--- config.mk ---
export PLATFORM = sky130hd
export DESIGN_NAME = duty_wave_sequencer
export DESIGN_NICKNAME = d
export VERILOG_FILES = /design/src/rtl/duty_wave_pkg.sv /design/src/rtl/pwm_core.sv /design/src/rtl/duty_wave_sequencer.sv
export SDC_FILE = /design/constraint.sdc
export NUM_CORES = 1
export LEC_CHECK = 0
export BUFFER_PORTS_ARGS = -buffer_cell sky130_fd_sc_hd__buf_2
export CORE_ASPECT_RATIO = 0.6
export CORE_UTILIZATION = 53
export CTS_BUF_LIST = sky130_fd_sc_hd__clkbuf_4
export DETAILED_ROUTE_END_ITERATION = 10
export GPL_TIMING_DRIVEN = 0
export HOLD_SLACK_MARGIN = 0.08
export MAX_ROUTING_LAYER = met4
export PLACE_DENSITY = 0.68
export REMOVE_ABC_BUFFERS = 1
export SETUP_SLACK_MARGIN = 0.5
export SLEW_MARGIN = 20
export SYNTH_ARGS = -nofsm -noshare
export SYNTH_HDL_FRONTEND = slang
export SYNTH_SLANG_ARGS = --single-unit
export TNS_END_PERCENT = 10
--- constraint.sdc ---
create_clock -name sysclk -period 4.25 [get_ports sysclk]
set_clock_uncertainty 0.15 [all_clocks]
set_input_delay 0.6375 -clock sysclk [delete_from_list [all_inputs] [get_ports sysclk]]
set_output_delay 0.6375 -clock sysclk [all_outputs]
set_load 0.01 [all_outputs]
--- src/rtl/duty_wave_pkg.sv ---
// Shared encodings for the duty wave sequencer: waveform modes, FSM states,
// default widths and the mode-to-start-state mapping.
package duty_wave_pkg;

  localparam int DUTY_W_DEF = 7;
  localparam int DIV_W_DEF  = 6;

  localparam logic [1:0] MODE_OFF  = 2'b00;
  localparam logic [1:0] MODE_TRI  = 2'b01;
  localparam logic [1:0] MODE_SAW  = 2'b10;
  localparam logic [1:0] MODE_HOLD = 2'b11;

  localparam logic [1:0] ST_IDLE = 2'd0;
  localparam logic [1:0] ST_UP   = 2'd1;
  localparam logic [1:0] ST_DOWN = 2'd2;
  localparam logic [1:0] ST_HOLD = 2'd3;

  // Ramping modes begin climbing from zero; HOLD parks at the peak level.
  function automatic logic [1:0] start_state(input logic [1:0] mode);
    case (mode)
      MODE_TRI, MODE_SAW: start_state = ST_UP;
      MODE_HOLD:          start_state = ST_HOLD;
      default:            start_state = ST_IDLE;
    endcase
  endfunction

endpackage

--- src/rtl/pwm_core.sv ---
// Free-running PWM counter with a duty latch that only reloads at the end of a
// period, so the output never glitches when the sequencer duty moves mid-period.
module pwm_core
  import duty_wave_pkg::*;
#(
  parameter int DUTY_W = DUTY_W_DEF
) (
  input  logic              sysclk,
  input  logic              reset,
  input  logic [DUTY_W-1:0] duty,
  output logic              pwm_out,
  output logic              period_tick
);

  logic [DUTY_W-1:0] cnt;
  logic [DUTY_W-1:0] latched;

  assign period_tick = &cnt;
  assign pwm_out     = (cnt < latched);

  always_ff @(posedge sysclk or posedge reset) begin
    if (reset) begin
      cnt     <= '0;
      latched <= '0;
    end else begin
      cnt <= cnt + 1'b1;
      if (period_tick) begin
        latched <= duty;
      end
    end
  end

endmodule

--- src/rtl/duty_wave_sequencer.sv ---
// Duty-cycle waveform sequencer (triangle / sawtooth / hold) driving a PWM core.
// Define WAVE_SAWTOOTH_EN to build sawtooth support; otherwise mode 10 acts as OFF.
module duty_wave_sequencer
  import duty_wave_pkg::*;
#(
  parameter int DUTY_W = DUTY_W_DEF,
  parameter int DIV_W  = DIV_W_DEF
) (
  input  logic              sysclk,
  input  logic              reset,
  input  logic              enable,
  input  logic              cfg_valid,
  output logic              cfg_ready,
  input  logic [1:0]        cfg_mode,
  input  logic [3:0]        cfg_step,
  input  logic [DUTY_W-1:0] cfg_peak,
  input  logic [DIV_W-1:0]  cfg_div,
  output logic [DUTY_W-1:0] duty_out,
  output logic              pwm_out,
  output logic              period_tick
);

  function automatic logic [1:0] effective_mode(input logic [1:0] mode);
`ifdef WAVE_SAWTOOTH_EN
    effective_mode = mode;
`else
    effective_mode = (mode == MODE_SAW) ? MODE_OFF : mode;
`endif
  endfunction

  logic              pending;
  logic [1:0]        sh_mode;
  logic [3:0]        sh_step;
  logic [DUTY_W-1:0] sh_peak;
  logic [DIV_W-1:0]  sh_div;

  logic [1:0]        act_mode;
  logic [3:0]        act_step;
  logic [DUTY_W-1:0] act_peak;
  logic [DIV_W-1:0]  act_div;

  logic [DIV_W-1:0]  presc;
  logic [1:0]        state;
  logic [DUTY_W-1:0] duty;

  logic [1:0]        mode_eff;
  logic              running;
  logic              step_tick;
  logic              apply;
  logic              saw_wrap;
  logic [DUTY_W:0]   step_ext;
  logic [DUTY_W:0]   peak_ext;
  logic [DUTY_W:0]   sum;
  logic [DUTY_W-1:0] next_duty;
  logic [1:0]        next_state;

  assign mode_eff  = effective_mode(act_mode);
  assign running   = enable && (mode_eff != MODE_OFF);
  assign step_tick = (presc == act_div);
  assign apply     = pending && period_tick;
  assign cfg_ready = !pending;
  assign duty_out  = duty;

  // One extra bit of headroom so duty+step can be compared against peak without wrapping.
  assign step_ext = {{(DUTY_W-3){1'b0}}, act_step};
  assign peak_ext = {1'b0, act_peak};
  assign sum      = {1'b0, duty} + step_ext;

`ifdef WAVE_SAWTOOTH_EN
  assign saw_wrap = (mode_eff == MODE_SAW) && (duty >= act_peak);
`else
  assign saw_wrap = 1'b0;
`endif

  always_comb begin
    next_duty  = duty;
    next_state = state;
    if (!running) begin
      next_duty  = '0;
      next_state = ST_IDLE;
    end else begin
      case (state)
        ST_IDLE: begin
          next_duty  = '0;
          next_state = start_state(mode_eff);
        end
        ST_HOLD: next_duty = act_peak;
        ST_UP: begin
          if (step_tick) begin
            if (act_peak == '0) begin
              next_duty = '0;
            end else if (act_step != 4'd0) begin
              if (saw_wrap) begin
                next_duty = '0;
              end else if (sum >= peak_ext) begin
                next_duty = act_peak;
                if (mode_eff == MODE_TRI) begin
                  next_state = ST_DOWN;
                end
              end else begin
                next_duty = sum[DUTY_W-1:0];
              end
            end
          end
        end
        ST_DOWN: begin
          if (step_tick) begin
            if (act_peak == '0) begin
              next_duty = '0;
            end else if (act_step != 4'd0) begin
              if ({1'b0, duty} <= step_ext) begin
                next_duty  = '0;
                next_state = ST_UP;
              end else begin
                next_duty = duty - step_ext[DUTY_W-1:0];
              end
            end
          end
        end
        default: begin
          next_duty  = '0;
          next_state = ST_IDLE;
        end
      endcase
    end
  end

  // A pending shadow is only swapped in at a period boundary; that cycle restarts the waveform.
  always_ff @(posedge sysclk or posedge reset) begin
    if (reset) begin
      pending  <= 1'b0;
      sh_mode  <= MODE_OFF;
      sh_step  <= '0;
      sh_peak  <= '0;
      sh_div   <= '0;
      act_mode <= MODE_OFF;
      act_step <= '0;
      act_peak <= '0;
      act_div  <= '0;
      presc    <= '0;
      state    <= ST_IDLE;
      duty     <= '0;
    end else begin
      if (apply) begin
        pending  <= 1'b0;
        act_mode <= sh_mode;
        act_step <= sh_step;
        act_peak <= sh_peak;
        act_div  <= sh_div;
        presc    <= '0;
        duty     <= '0;
        state    <= enable ? start_state(effective_mode(sh_mode)) : ST_IDLE;
      end else begin
        if (cfg_valid && cfg_ready) begin
          pending <= 1'b1;
          sh_mode <= cfg_mode;
          sh_step <= cfg_step;
          sh_peak <= cfg_peak;
          sh_div  <= cfg_div;
        end
        presc <= (!running || step_tick) ? '0 : presc + 1'b1;
        duty  <= next_duty;
        state <= next_state;
      end
    end
  end

  pwm_core #(
    .DUTY_W(DUTY_W)
  ) u_pwm_core (
    .sysclk      (sysclk),
    .reset       (reset),
    .duty        (duty),
    .pwm_out     (pwm_out),
    .period_tick (period_tick)
  );

endmodule

# Word level (Yosys, flattened, before mapping)
# Index checks and enable logic that the tools add are counted.
# word_totals
reg_bits	68
latchBits	0
mem_bits_rw	0
mem_bits_ro	0
out_inout_bits	10
n_memories	0
# op_classes
addsub	4
mul	0
n_div	0
order_cmp	3
n_eq_ne	24
n_shift	0
mux	32
n_bitwise	1
n_reduce_logical	17
# op_table
op	n
$mux 7	10
$ne 4x4->1 const B	9
$mux 2	14
$pmux 7 s4	1
$eq 2x2->1 const B	8
$mux 6	2
$ne 5x5->1 const B	2
$reduce_and 10->1	1
$add 7x4->8	1
$ge 8x7->1	1
$pmux 2 s2	2
$add 7x1->7 const B	1
$le 7x4->1	1
$logic_not 7->1	1
$lt 7x7->1	1
$reduce_and 7->1	1
$sub 7x4->7	1
$add 6x1->6 const B	1
$eq 2x1->1 const B	3
$eq 6x6->1	1
$pmux 2 s3	1
$ne 5x1->1 const B	1
$reduce_and 4->1	1
$reduce_bool 2->1	2
other kinds (9)	14

# Logic depth before layout (Yosys ltp)
# Gate-level depths: netlist of run 1.
# depth
depth_word	11
ltp_mapped	14
ltp_nobuf	13

# By module
# A second synthesis of run 1 with hierarchy kept.
# hier_totals
cells_unflattened	354
area_unflattened_um2	3792.4
# modules_own_cells
mod	n_inst	cells_each	area_each_um2	seq_area_each_um2
duty_wave_sequencer	1	293	3051.7	1351.3
pwm_core	1	61	740.7	350.3

# Worst setup path after synthesis of run 1
# OpenSTA, ideal clock, no wires.
# synth_path
kind	register to register
startpoint	register duty[2], in the netlist duty_out[2]
endpoint	register duty[3], in the netlist duty_out[3]
arrival_ns	2.911
required_ns	3.960
path_slack_ns	1.050
path_stages_with_launch	14
cell_sequence	dfrtp_1 > ha_1 > buf_6 > or3b_4 > a31oi_1 > o21ai_1 > xnor2_1 > ha_1 > nand3_1 > and3_1 > o31ai_4 > nor2_2 > mux2i_1 > o221ai_1
# synth_between
elab_chain_cells	9
elab_cells_between_ends	15
# synth_rtl
element	line	text
start: declaration	duty_wave_sequencer.sv:44	logic [DUTY_W-1:0] duty;
start signal: assignment	duty_wave_sequencer.sv:162	duty <= next_duty;
$add 7x4->8	duty_wave_sequencer.sv:67	assign sum = {1'b0, duty} + step_ext;
$ge 8x7->1	duty_wave_sequencer.sv:95	end else if (sum >= peak_ext) begin
$mux 7	duty_wave_sequencer.sv:95	
$mux 7	duty_wave_sequencer.sv:92	end else if (act_step != 4'd0) begin
$mux 7	duty_wave_sequencer.sv:90	if (act_peak == '0) begin
$mux 7	duty_wave_sequencer.sv:89	if (step_tick) begin
$pmux 7 s4 *	duty_wave_sequencer.sv:82	case (state)
$mux 7 *	duty_wave_sequencer.sv:78	if (!running) begin
$mux 7 *	duty_wave_sequencer.sv:144	if (apply) begin
# Mark *: on every way between the ends. The rest lies on a longest branch, timed or not. The select of a mux whose other input is x is not followed.
# A chain may end at the register's enable or synchronous reset.

# Worst setup path after layout of run 1
# layout_path
startpoint	register duty[2], in the netlist duty_out[2]
endpoint	register duty[4], in the netlist duty_out[4]
# The elaborated chain is that of the path after synthesis.

==> insert_results.sql, run 1 <==
INSERT INTO impl_metrics (metric_group, metric, value, unit) VALUES
('routing', 'drt_pass1_iterations', '8', ''),
('placed_design', 'hpwl_after_detailed_placement', '6.019', 'mm'),
('critical_path', 'reg2reg_to', 'duty_out[4]', ''),
('synth', 'yosysTopAreaCellShare', '44.62', '%'),
('cts', 'cts_buffer_depth', '2', ''),
('global_routing', 'grt_first_pass_wirelength', '12.86', 'mm'),
('layout', 'synthToLayoutAreaGrowth', '10.86', '%'),
('critical_path', 'worst_setup_path_start_kind', 'flop', ''),
('layout', 'mostFrequentLayoutCell', 'sky130_fd_sc_hd__dfrtp_1', ''),
('synth', 'postSynth.asyncResetShare', '100.0', '%'),
('global_routing', 'grt_antenna_before_repair', '0', ''),
('placed_design', 'gp_congestion', '0.8962', ''),
('critical_path', 'required', '4.41', 'ns'),
('layout', 'fillers', '583', ''),
('critical_path', 'setup.reg_to_reg.worst_slack', '0.66', 'ns'),
('worst_hold_path', 'worstHoldEndpoint', 'pending', ''),
('cts', 'clkSinkCount', '68', ''),
('synth', 'post_synth_and_or_nand_nor_area_fraction', '12.24', '%'),
('sta', 'max-slew-margin-rel', '38.59', '%'),
('synth', 'synth.yosys.seq_area_share', '44.62', '%'),
('synth', 'post_synth_xor_area_fraction', '5.282', '%'),
('placed_design', 'port_buffers', '32', ''),
('layout', 'final_cell_mix', '68 x sky130_fd_sc_hd__dfrtp_1, 32 x sky130_fd_sc_hd__buf_2, 30 x sky130_fd_sc_hd__nand2_1', ''),
('layout', 'final_layout_size_suffix_gt1_share', '22.83', '%'),
('floorplanning', 'std_cell_rows', '23', ''),
('worst_hold_path', 'worst_hold_path.num_cells', '3', ''),
('sta', 'period_minus_slack', '3.589', 'ns'),
('worst_hold_path', 'class_of_the_worst_hold_path', 'in2reg', ''),
('power_and_ir_drop', 'power.total', '1.143', 'mW'),
('routing', 'vias_per_cell', '5.608', ''),
('synth', 'adder_cell_fraction_of_synth_area', '9.908', '%'),
('critical_path', 'worstSetupPathType', 'reg2reg', ''),
('run', 'max-cap-violations', '0', ''),
('global_routing', 'grt_start_max_net_pins', '41', ''),
('routing', 'drt_drc_violations_left', '5', ''),
('routing', 'vias', '2748', ''),
('power_and_ir_drop', 'total_leakage_power', '1.901', 'nW'),
('critical_path', 'rr_startpoint', 'duty_out[2]', ''),
('cts', 'clk_root_buffer_cell', 'sky130_fd_sc_hd__clkbuf_4', ''),
('floorplanning', 'die_width', '111.5', 'um'),
('synth', 'combinational_family_with_the_most_area_after_synthesis', 'simple AND/OR/NAND/NOR gates', ''),
('synth', 'synth_enable_flop_cells', '0', ''),
('run_status', 'failing_checks', 'DRC', ''),
('sta', 'slew_violations', '0', ''),
('global_routing', 'grt.overflow.total', '0', ''),
('cts', 'worstSkewPairLatency', '0.45', 'ns'),
('floorplanning', 'floorplan.die.height', '67.71', 'um'),
('critical_path', 'timing.critical_path.arrival', '3.75', 'ns'),
('routing', 'initialDrtViolationCount', '172', ''),
('power_and_ir_drop', 'ir_worst_vdd', '253.3', 'uV'),
('placed_design', 'placement.cell_area', '4078', 'um^2'),
('routing', 'avgRoutedWirePerCell', '16.20', 'um'),
('sta', 'fmax', '278.6', 'MHz'),
('placed_design', 'place.detailed.instances', '473', ''),
('floorplanning', 'ioPinCount', '33', ''),
('synth', 'synth.area.top_cells', 'sky130_fd_sc_hd__dfrtp_1 45%, sky130_fd_sc_hd__ha_1 8.9%, sky130_fd_sc_hd__mux2_2 8.3%, sky130_fd_sc_hd__xnor2_1 3.9%, sky130_fd_sc_hd__o21ai_0 3.1%', ''),
('placed_design', 'dp_slack', '0.6089', 'ns'),
('sta', 'final-hold-violation-count', '0', ''),
('cts', 'clk_pin_slew', '0.12', 'ns'),
('synth', 'synthesis.instances', '363', ''),
('synth', 'syn-cell-area', '3814', 'um^2'),
('layout', 'final_cell_area', '4228', 'um^2'),
('global_routing', 'grt_pass1_vias', '2480', ''),
('layout', 'stdcell_count', '490', ''),
('sta', 'final_clock_period_utilization_by_the_worst_path', '84.45', '%'),
('sta', 'fin_setup_tns', '0', 'ns'),
('cts', 'tritoncts', 'built', ''),
('sta', 'unrepaired_setup_endpoints_after_global_routing', 'no', ''),
('sta', 'post-route-worst-setup-slack', '0.6610', 'ns'),
('critical_path', 'ff2ff_path_depth', '12', ''),
('run_status', 'status', 'complete, but fails checks', '');
## worst max-delay path: stages, from the launching register on
cell and delay [ns]:
sky130_fd_sc_hd__dfrtp_1 0.45, sky130_fd_sc_hd__ha_1 0.44, sky130_fd_sc_hd__or3b_4 0.42, sky130_fd_sc_hd__a31oi_1 0.28
sky130_fd_sc_hd__o21ai_1 0.13, sky130_fd_sc_hd__xnor2_1 0.23, sky130_fd_sc_hd__ha_1 0.28, sky130_fd_sc_hd__nand3_1 0.08
sky130_fd_sc_hd__and3_1 0.19, sky130_fd_sc_hd__o31ai_4 0.10, sky130_fd_sc_hd__nor2_4 0.27, sky130_fd_sc_hd__mux2i_1 0.27
sky130_fd_sc_hd__o221ai_1 0.14
## what timing repair did
| item | CTS | global route |
|---|---|---|
| setup endpoints to repair | 0 | 5 |
| hold endpoints to repair | 28 | 0 |
| hold buffers | 1 | 0 |
| gates resized for setup | 0 | 1 |
## per-layer routing
| metal | global-route usage, % | wire length [um] | vias to the layer above |
|---|---|---|---|
| met1 | 35.29 | 4103 | 1321 |
| met4 | 7.601 | 78 | 0 |
| met5 | - | 0 | - |
| met3 | 7.630 | 622 | 10 |
| li1 | - | - | 1338 |
| met2 | 30.39 | 3132 | 79 |
## power by group
group          switching, mW  leakage [nW]  internal, mW
registers             0.0106         0.901         0.668
clock network          0.244        0.0693         0.175
logic                 0.0196         0.931        0.0250
## per-stage QoR
| step | utilization (%) | hold slack [ns] |
|---|---|---|
| detailed placement | 59.79 | 0.3180 |
| finish | 61.99 | 0.2520 |
| CTS | 61.92 | 0.2245 |
| global placement | 58.85 | 0.3082 |
| global route | 61.99 | 0.2323 |
| floorplan | - | 0.2943 |
## worst max-delay path by stage
stage / cells after the start / end
6_report: 12 / duty_out[4]
5_1_grt: 12 / duty_out[4]
4_1_cts: 12 / duty_out[4]
3_5_place_dp: 12 / duty_out[4]
3_3_place_gp: 12 / duty_out[6]
2_1_floorplan: 12 / duty_out[3]
## registers in the layout, summed over array words and instances, names as in the netlist
| signal | flops |
|---|---|
| act_mode | 2 |
| sh_div | 6 |
| act_step | 4 |
| u_pwm_core.cnt | 7 |
| sh_step | 4 |
| duty_out | 7 |
| act_div | 6 |
| u_pwm_core.latched | 7 |
| sh_mode | 2 |
| act_peak | 7 |
| presc | 6 |
| sh_peak | 7 |
| state | 2 |
| pending | 1 |
## final cells by class
| type | instances | area [um^2] | area share, % |
|---|---|---|---|
| timing repair buffer | 36 | 221.5 | 5.238 |
| tap | 87 | 108.9 | 2.575 |
| sequential | 68 | 1702 | 40.25 |
| inverter | 28 | 107.6 | 2.545 |
| multi-input combinational | 255 | 1953 | 46.20 |
| clock inverter | 7 | 67.56 | 1.598 |
| clock buffer | 9 | 67.56 | 1.598 |
## kinds of logic (layout without fill, tap and decap cells)
| kind of cell | after synthesis | after routing |
|---|---|---|
| buffers and inverters | 40 | 80 |
| AO/OA/AOI/OAI | 69 | 69 |
| adder cells (fa/ha/maj) | 29 | 29 |
| XOR/XNOR | 23 | 23 |
| flip-flops | 68 | 68 |
| multiplexers | 39 | 39 |
| AND/OR/NAND/NOR | 95 | 95 |
## cells in the mapped netlist, drive strengths merged (4+ instances only)
library cell   n
mux2          28
mux2i         11
o221ai         4
o21ai         30
o31ai          5
inv           28
nand4          4
clkbuf         5
xor2           6
xnor2         17
nand2b         4
a31oi          4
and3           6
ha            27
nand3          7
a41oi          4
nor2          28
nand2         30
nor3b          4
dfrtp         68
buf            7
a21oi          9
Power figures use the tool's default switching activity.
==> run 2, diff against run 1 <==
ABC_AREA = 1   (was not set)
PLACE_DENSITY = 0.71   (was 0.68)
clock period = 3 ns   (was 4.25 ns; I/O delays follow)
==> run 2 against run 1 <==
Effect of this change:
- flip-flop and latch count is the same
- non-clock buffer count up 28
- clock-buffer cell count up 1
- cell count increased by 32%
- sequential share of layout area fell by 4.1 points
- the run now ends clean
- sequential power is 35% higher
- synthesized area is 3.2% higher
- first-iteration DRC count increased by 58%
- register-to-register slack got worse by 0.52 ns
- final area grew 12%
- power is 35% higher
==> insert_results.sql, run 2 <==
INSERT INTO impl_metrics (metric_group, metric, value, unit) VALUES
('power_and_ir_drop', 'power.total', '1.546', 'mW'),
('cts', 'cts_buffers', '9', ''),
('floorplanning', 'std_cell_rows', '23', ''),
('routing', 'vias_per_cell', '5.189', ''),
('layout', 'final_cell_mix', '102 x sky130_fd_sc_hd__nand2_1, 65 x sky130_fd_sc_hd__dfrtp_1, 61 x sky130_fd_sc_hd__inv_1', ''),
('layout', 'num_antenna_cells', '0', ''),
('synth', 'synth.area.top_cells', 'sky130_fd_sc_hd__dfrtp_1 43%, sky130_fd_sc_hd__nand2_1 11%, sky130_fd_sc_hd__ha_1 8.6%, sky130_fd_sc_hd__inv_1 6.6%, sky130_fd_sc_hd__nand3_1 3.9%', ''),
('layout', 'mostFrequentLayoutCell', 'sky130_fd_sc_hd__nand2_1', ''),
('routing', 'detail_route.wirelength', '9.189', 'mm'),
('synth', 'yosysTopAreaCellShare', '43.23', '%'),
('critical_path', 'worstSetupPathType', 'reg2reg', ''),
('global_routing', 'grt_antenna_before_repair', '0', ''),
('critical_path', 'setup.worst_path.end_class', 'flop', ''),
('cts', 'clkSinkCount', '68', ''),
('placed_design', 'placement.cell_area', '4154', 'um^2'),
('cts', 'worstSkewPairLatency', '0.43', 'ns'),
('critical_path', 'worstPathMaxFanout', '6', ''),
('floorplanning', 'fp.dieArea', '7787', 'um^2'),
('routing', 'drt_pass1_iterations', '5', ''),
('synth', 'syn-cell-area', '3936', 'um^2'),
('routing', 'ant_nets', '0', ''),
('synth', 'synth_top_area_cell', 'sky130_fd_sc_hd__dfrtp_1', ''),
('synth', 'synthesis.instances', '481', ''),
('sta', 'timing_worst_slew_pin_value', '0.6320', 'ns'),
('sta', 'final-hold-violation-count', '0', ''),
('critical_path', 'setup.reg_to_reg.worst_slack', '0.14', 'ns'),
('sta', 'unrepaired_setup_endpoints_after_global_routing', 'yes', ''),
('floorplanning', 'start_util', '56.76', '%'),
('global_routing', 'grtUsageTotal', '26.46', '%'),
('routing', 'drt_drc_violations_left', '0', ''),
('global_routing', 'grt_start_max_net_pins', '38', ''),
('routing', 'vias', '3357', ''),
('global_routing', 'grt_first_pass_wirelength', '14.81', 'mm'),
('floorplanning', 'floorplan.die.height', '68.76', 'um'),
('synth', 'syn_avg_cell_area', '8.184', 'um^2'),
('cts', 'clk_root_buffer_cell', 'sky130_fd_sc_hd__clkbuf_4', ''),
('critical_path', 'required', '3.17', 'ns'),
('sta', 'final_clock_period_utilization_by_the_worst_path', '95.26', '%'),
('layout', 'synthToLayoutAreaGrowth', '19.77', '%'),
('sta', 'post-route-worst-setup-slack', '0.1422', 'ns'),
('synth', 'synth.most_common_cell', 'sky130_fd_sc_hd__nand2_1', ''),
('worst_hold_path', 'worstHoldEndpoint', 'sh_div[5]', ''),
('power_and_ir_drop', 'total_leakage_power', '2.454', 'nW'),
('critical_path', 'timing.critical_path.arrival', '3.03', 'ns'),
('layout', 'stdcell_count', '647', ''),
('critical_path', 'crit_chain', 'ha_4 -> inv_2 -> a21oi_2 -> nand2_2 -> nand2_2 -> nand2_1 -> nand2_1 -> nand2_2 -> inv_2 -> ha_4 -> a21oi_2 -> o21bai_1 -> nor2_2 -> buf_6 -> nand3_1 -> nand4_1 -> nand3_1 -> nand2_1 -> nand2_1', ''),
('critical_path', 'cp_slowest_cell', 'sky130_fd_sc_hd__dfrtp_2', ''),
('critical_path', 'slowest_delay', '0.46', 'ns'),
('worst_hold_path', 'class_of_the_worst_hold_path', 'in2reg', ''),
('power_and_ir_drop', 'powerDensity', '328.0', 'nW/um^2'),
('power_and_ir_drop', 'ir_worst_vdd', '278.1', 'uV'),
('run_status', 'status', 'complete, no violations', ''),
('critical_path', 'ff2ff_path_depth', '19', ''),
('layout', 'final_layout_size_suffix_gt1_share', '24.13', '%'),
('placed_design', 'dp_slack', '-0.1846', 'ns'),
('floorplanning', 'die_width', '113.3', 'um'),
('critical_path', 'cp_num_buf_inv', '3', ''),
('synth', 'synth.ff_latch_count', '68', ''),
('run', 'max-cap-violations', '0', ''),
('placed_design', 'place.detailed.instances', '600', ''),
('global_routing', 'grt.overflow.total', '0', ''),
('placed_design', 'port_buffers', '32', ''),
('routing', 'avgRoutedWirePerCell', '14.20', 'um'),
('critical_path', 'rr_startpoint', 'duty_out[2]', ''),
('layout', 'nNetsFinal', '595', ''),
('placed_design', 'hpwl_after_detailed_placement', '6.304', 'mm'),
('worst_hold_path', 'hold_path_startpoint', 'cfg_div[5]', ''),
('floorplanning', 'ioPinCount', '33', ''),
('critical_path', 'worst_setup_path_start_kind', 'flop', ''),
('synth', 'synth_enable_flop_cells', '0', ''),
('critical_path', 'reg2reg_to', 'duty_out[6]', ''),
('global_routing', 'grt_pass1_vias', '3016', ''),
('synth', 'number_of_warnings_reported_in_the_yosys_synthesis_log', '0', ''),
('cts', 'tritoncts', 'built', ''),
('cts', 'clk_pin_slew', '0.11', 'ns'),
('synth', 'postSynth.asyncResetShare', '100.0', '%'),
('sta', 'slew_violations', '0', ''),
('routing', 'initialDrtViolationCount', '272', ''),
('cts', 'htreeDepth', '3', ''),
('worst_hold_path', 'worst_hold_path.num_cells', '2', ''),
('layout', 'final_cell_area', '4715', 'um^2'),
('placed_design', 'gp_congestion', '0.9282', ''),
('synth', 'synth_top_cells_by_count', '116 x sky130_fd_sc_hd__nand2_1, 69 x sky130_fd_sc_hd__inv_1, 68 x sky130_fd_sc_hd__dfrtp_1, 41 x sky130_fd_sc_hd__nor2_1, 31 x sky130_fd_sc_hd__nand3_1', ''),
('critical_path', 'crit_family', 'simple AND/OR/NAND/NOR gates', ''),
('floorplanning', 'core', '6935', 'um^2'),
('synth', 'synth_flop_cell', 'sky130_fd_sc_hd__dfrtp_1', ''),
('sta', 'fmax', '349.9', 'MHz'),
('sta', 'finalSetupViolCount', '0', ''),
('critical_path', 'crit_top_cell', 'sky130_fd_sc_hd__nand2_1', ''),
('sta', 'max-slew-margin-rel', '57.72', '%'),
('cts', 'cts_buffer_depth', '2', ''),
('synth', 'synth.yosys.seq_area_share', '43.23', '%'),
('sta', 'period_minus_slack', '2.858', 'ns'),
('synth', 'synth.distinct_cells', '39', '');
## run 2: repair_timing
| action | in CTS | in global routing |
|---|---|---|
| endpoints found under the setup margin | 10 | 11 |
| hold endpoints to repair | 34 | 4 |
| resized for setup | 31 | 16 |
| gates cloned | 1 | 0 |
| hold buffers | 4 | 4 |
| buffers inserted | 14 | 9 |
| pin swaps | 18 | 20 |
## run 2: logic make-up after synthesis
kind of cell,synth area share [%]
simple gates,24.70
buf+inv,9.440
fa+ha+maj,9.599
mux,1.716
compound gates,7.534
xor+xnor,3.783
flops,43.23
## run 2: worst max path at each step
stage	from	end	slack, ns	depth (start not counted)
floorplan	duty_out[2]	state[0]	0.23	19
global placement	reset	sh_mode[1]	-0.18	2
detailed placement	duty_out[2]	state[0]	-0.18	19
CTS	duty_out[0]	duty_out[3]	0.21	17
global route	duty_out[2]	state[1]	-0.01	20
finish	duty_out[2]	duty_out[6]	0.14	19
## run 2: cell type report
type                       count  area [um^2]
fill                         565         2221
multi-input combinational    327         2027
sequential                    68         1705
timing repair buffer          64        444.2
inverter                      73        284.0
tap                          100        125.1
clock buffer                  10        75.07
clock inverter                 5        53.80
## run 2: stage by stage
step | hold WS (ns) | utilization (%) | setup TNS, ns
floorplan | 0.2864 | - | 0
global placement | 0.3054 | 59.57 | -12.43
detailed placement | 0.3096 | 59.90 | -1.128
CTS | 0.08028 | 65.78 | 0
global route | 0.08119 | 67.98 | -0.01391
finish | 0.1011 | 67.98 | 0
## run 2: worst reg2reg max path: stages, from the launching register on
cell and delay [ns]:
sky130_fd_sc_hd__dfrtp_2 0.46, sky130_fd_sc_hd__ha_4 0.31, sky130_fd_sc_hd__inv_2 0.04, sky130_fd_sc_hd__a21oi_2 0.13, sky130_fd_sc_hd__nand2_2 0.10, sky130_fd_sc_hd__nand2_2 0.09, sky130_fd_sc_hd__nand2_1 0.05, sky130_fd_sc_hd__nand2_1 0.07
sky130_fd_sc_hd__nand2_2 0.07, sky130_fd_sc_hd__inv_2 0.07, sky130_fd_sc_hd__ha_4 0.20, sky130_fd_sc_hd__a21oi_2 0.12, sky130_fd_sc_hd__o21bai_1 0.08, sky130_fd_sc_hd__nor2_2 0.27, sky130_fd_sc_hd__buf_6 0.16, sky130_fd_sc_hd__nand3_1 0.07
sky130_fd_sc_hd__nand4_1 0.09, sky130_fd_sc_hd__nand3_1 0.09, sky130_fd_sc_hd__nand2_1 0.08, sky130_fd_sc_hd__nand2_1 0.05
## run 2: layer usage
metal / vias up / share of wire, % / global-route usage, %
li1: 1651 / - / -
met1: 1562 / 51 / 37.70
met2: 133 / 41 / 37.27
met3: 11 / 7.7 / 7.343
met4: 0 / 0.86 / 6.086
met5: - / 0 / -
## run 2: where the power goes
part | switching, mW | total (mW) | internal (mW)
logic | 0.0239 | 0.0437 | 0.0197
registers | 0 | 0.916 | 0.916
clock network | 0.332 | 0.587 | 0.254
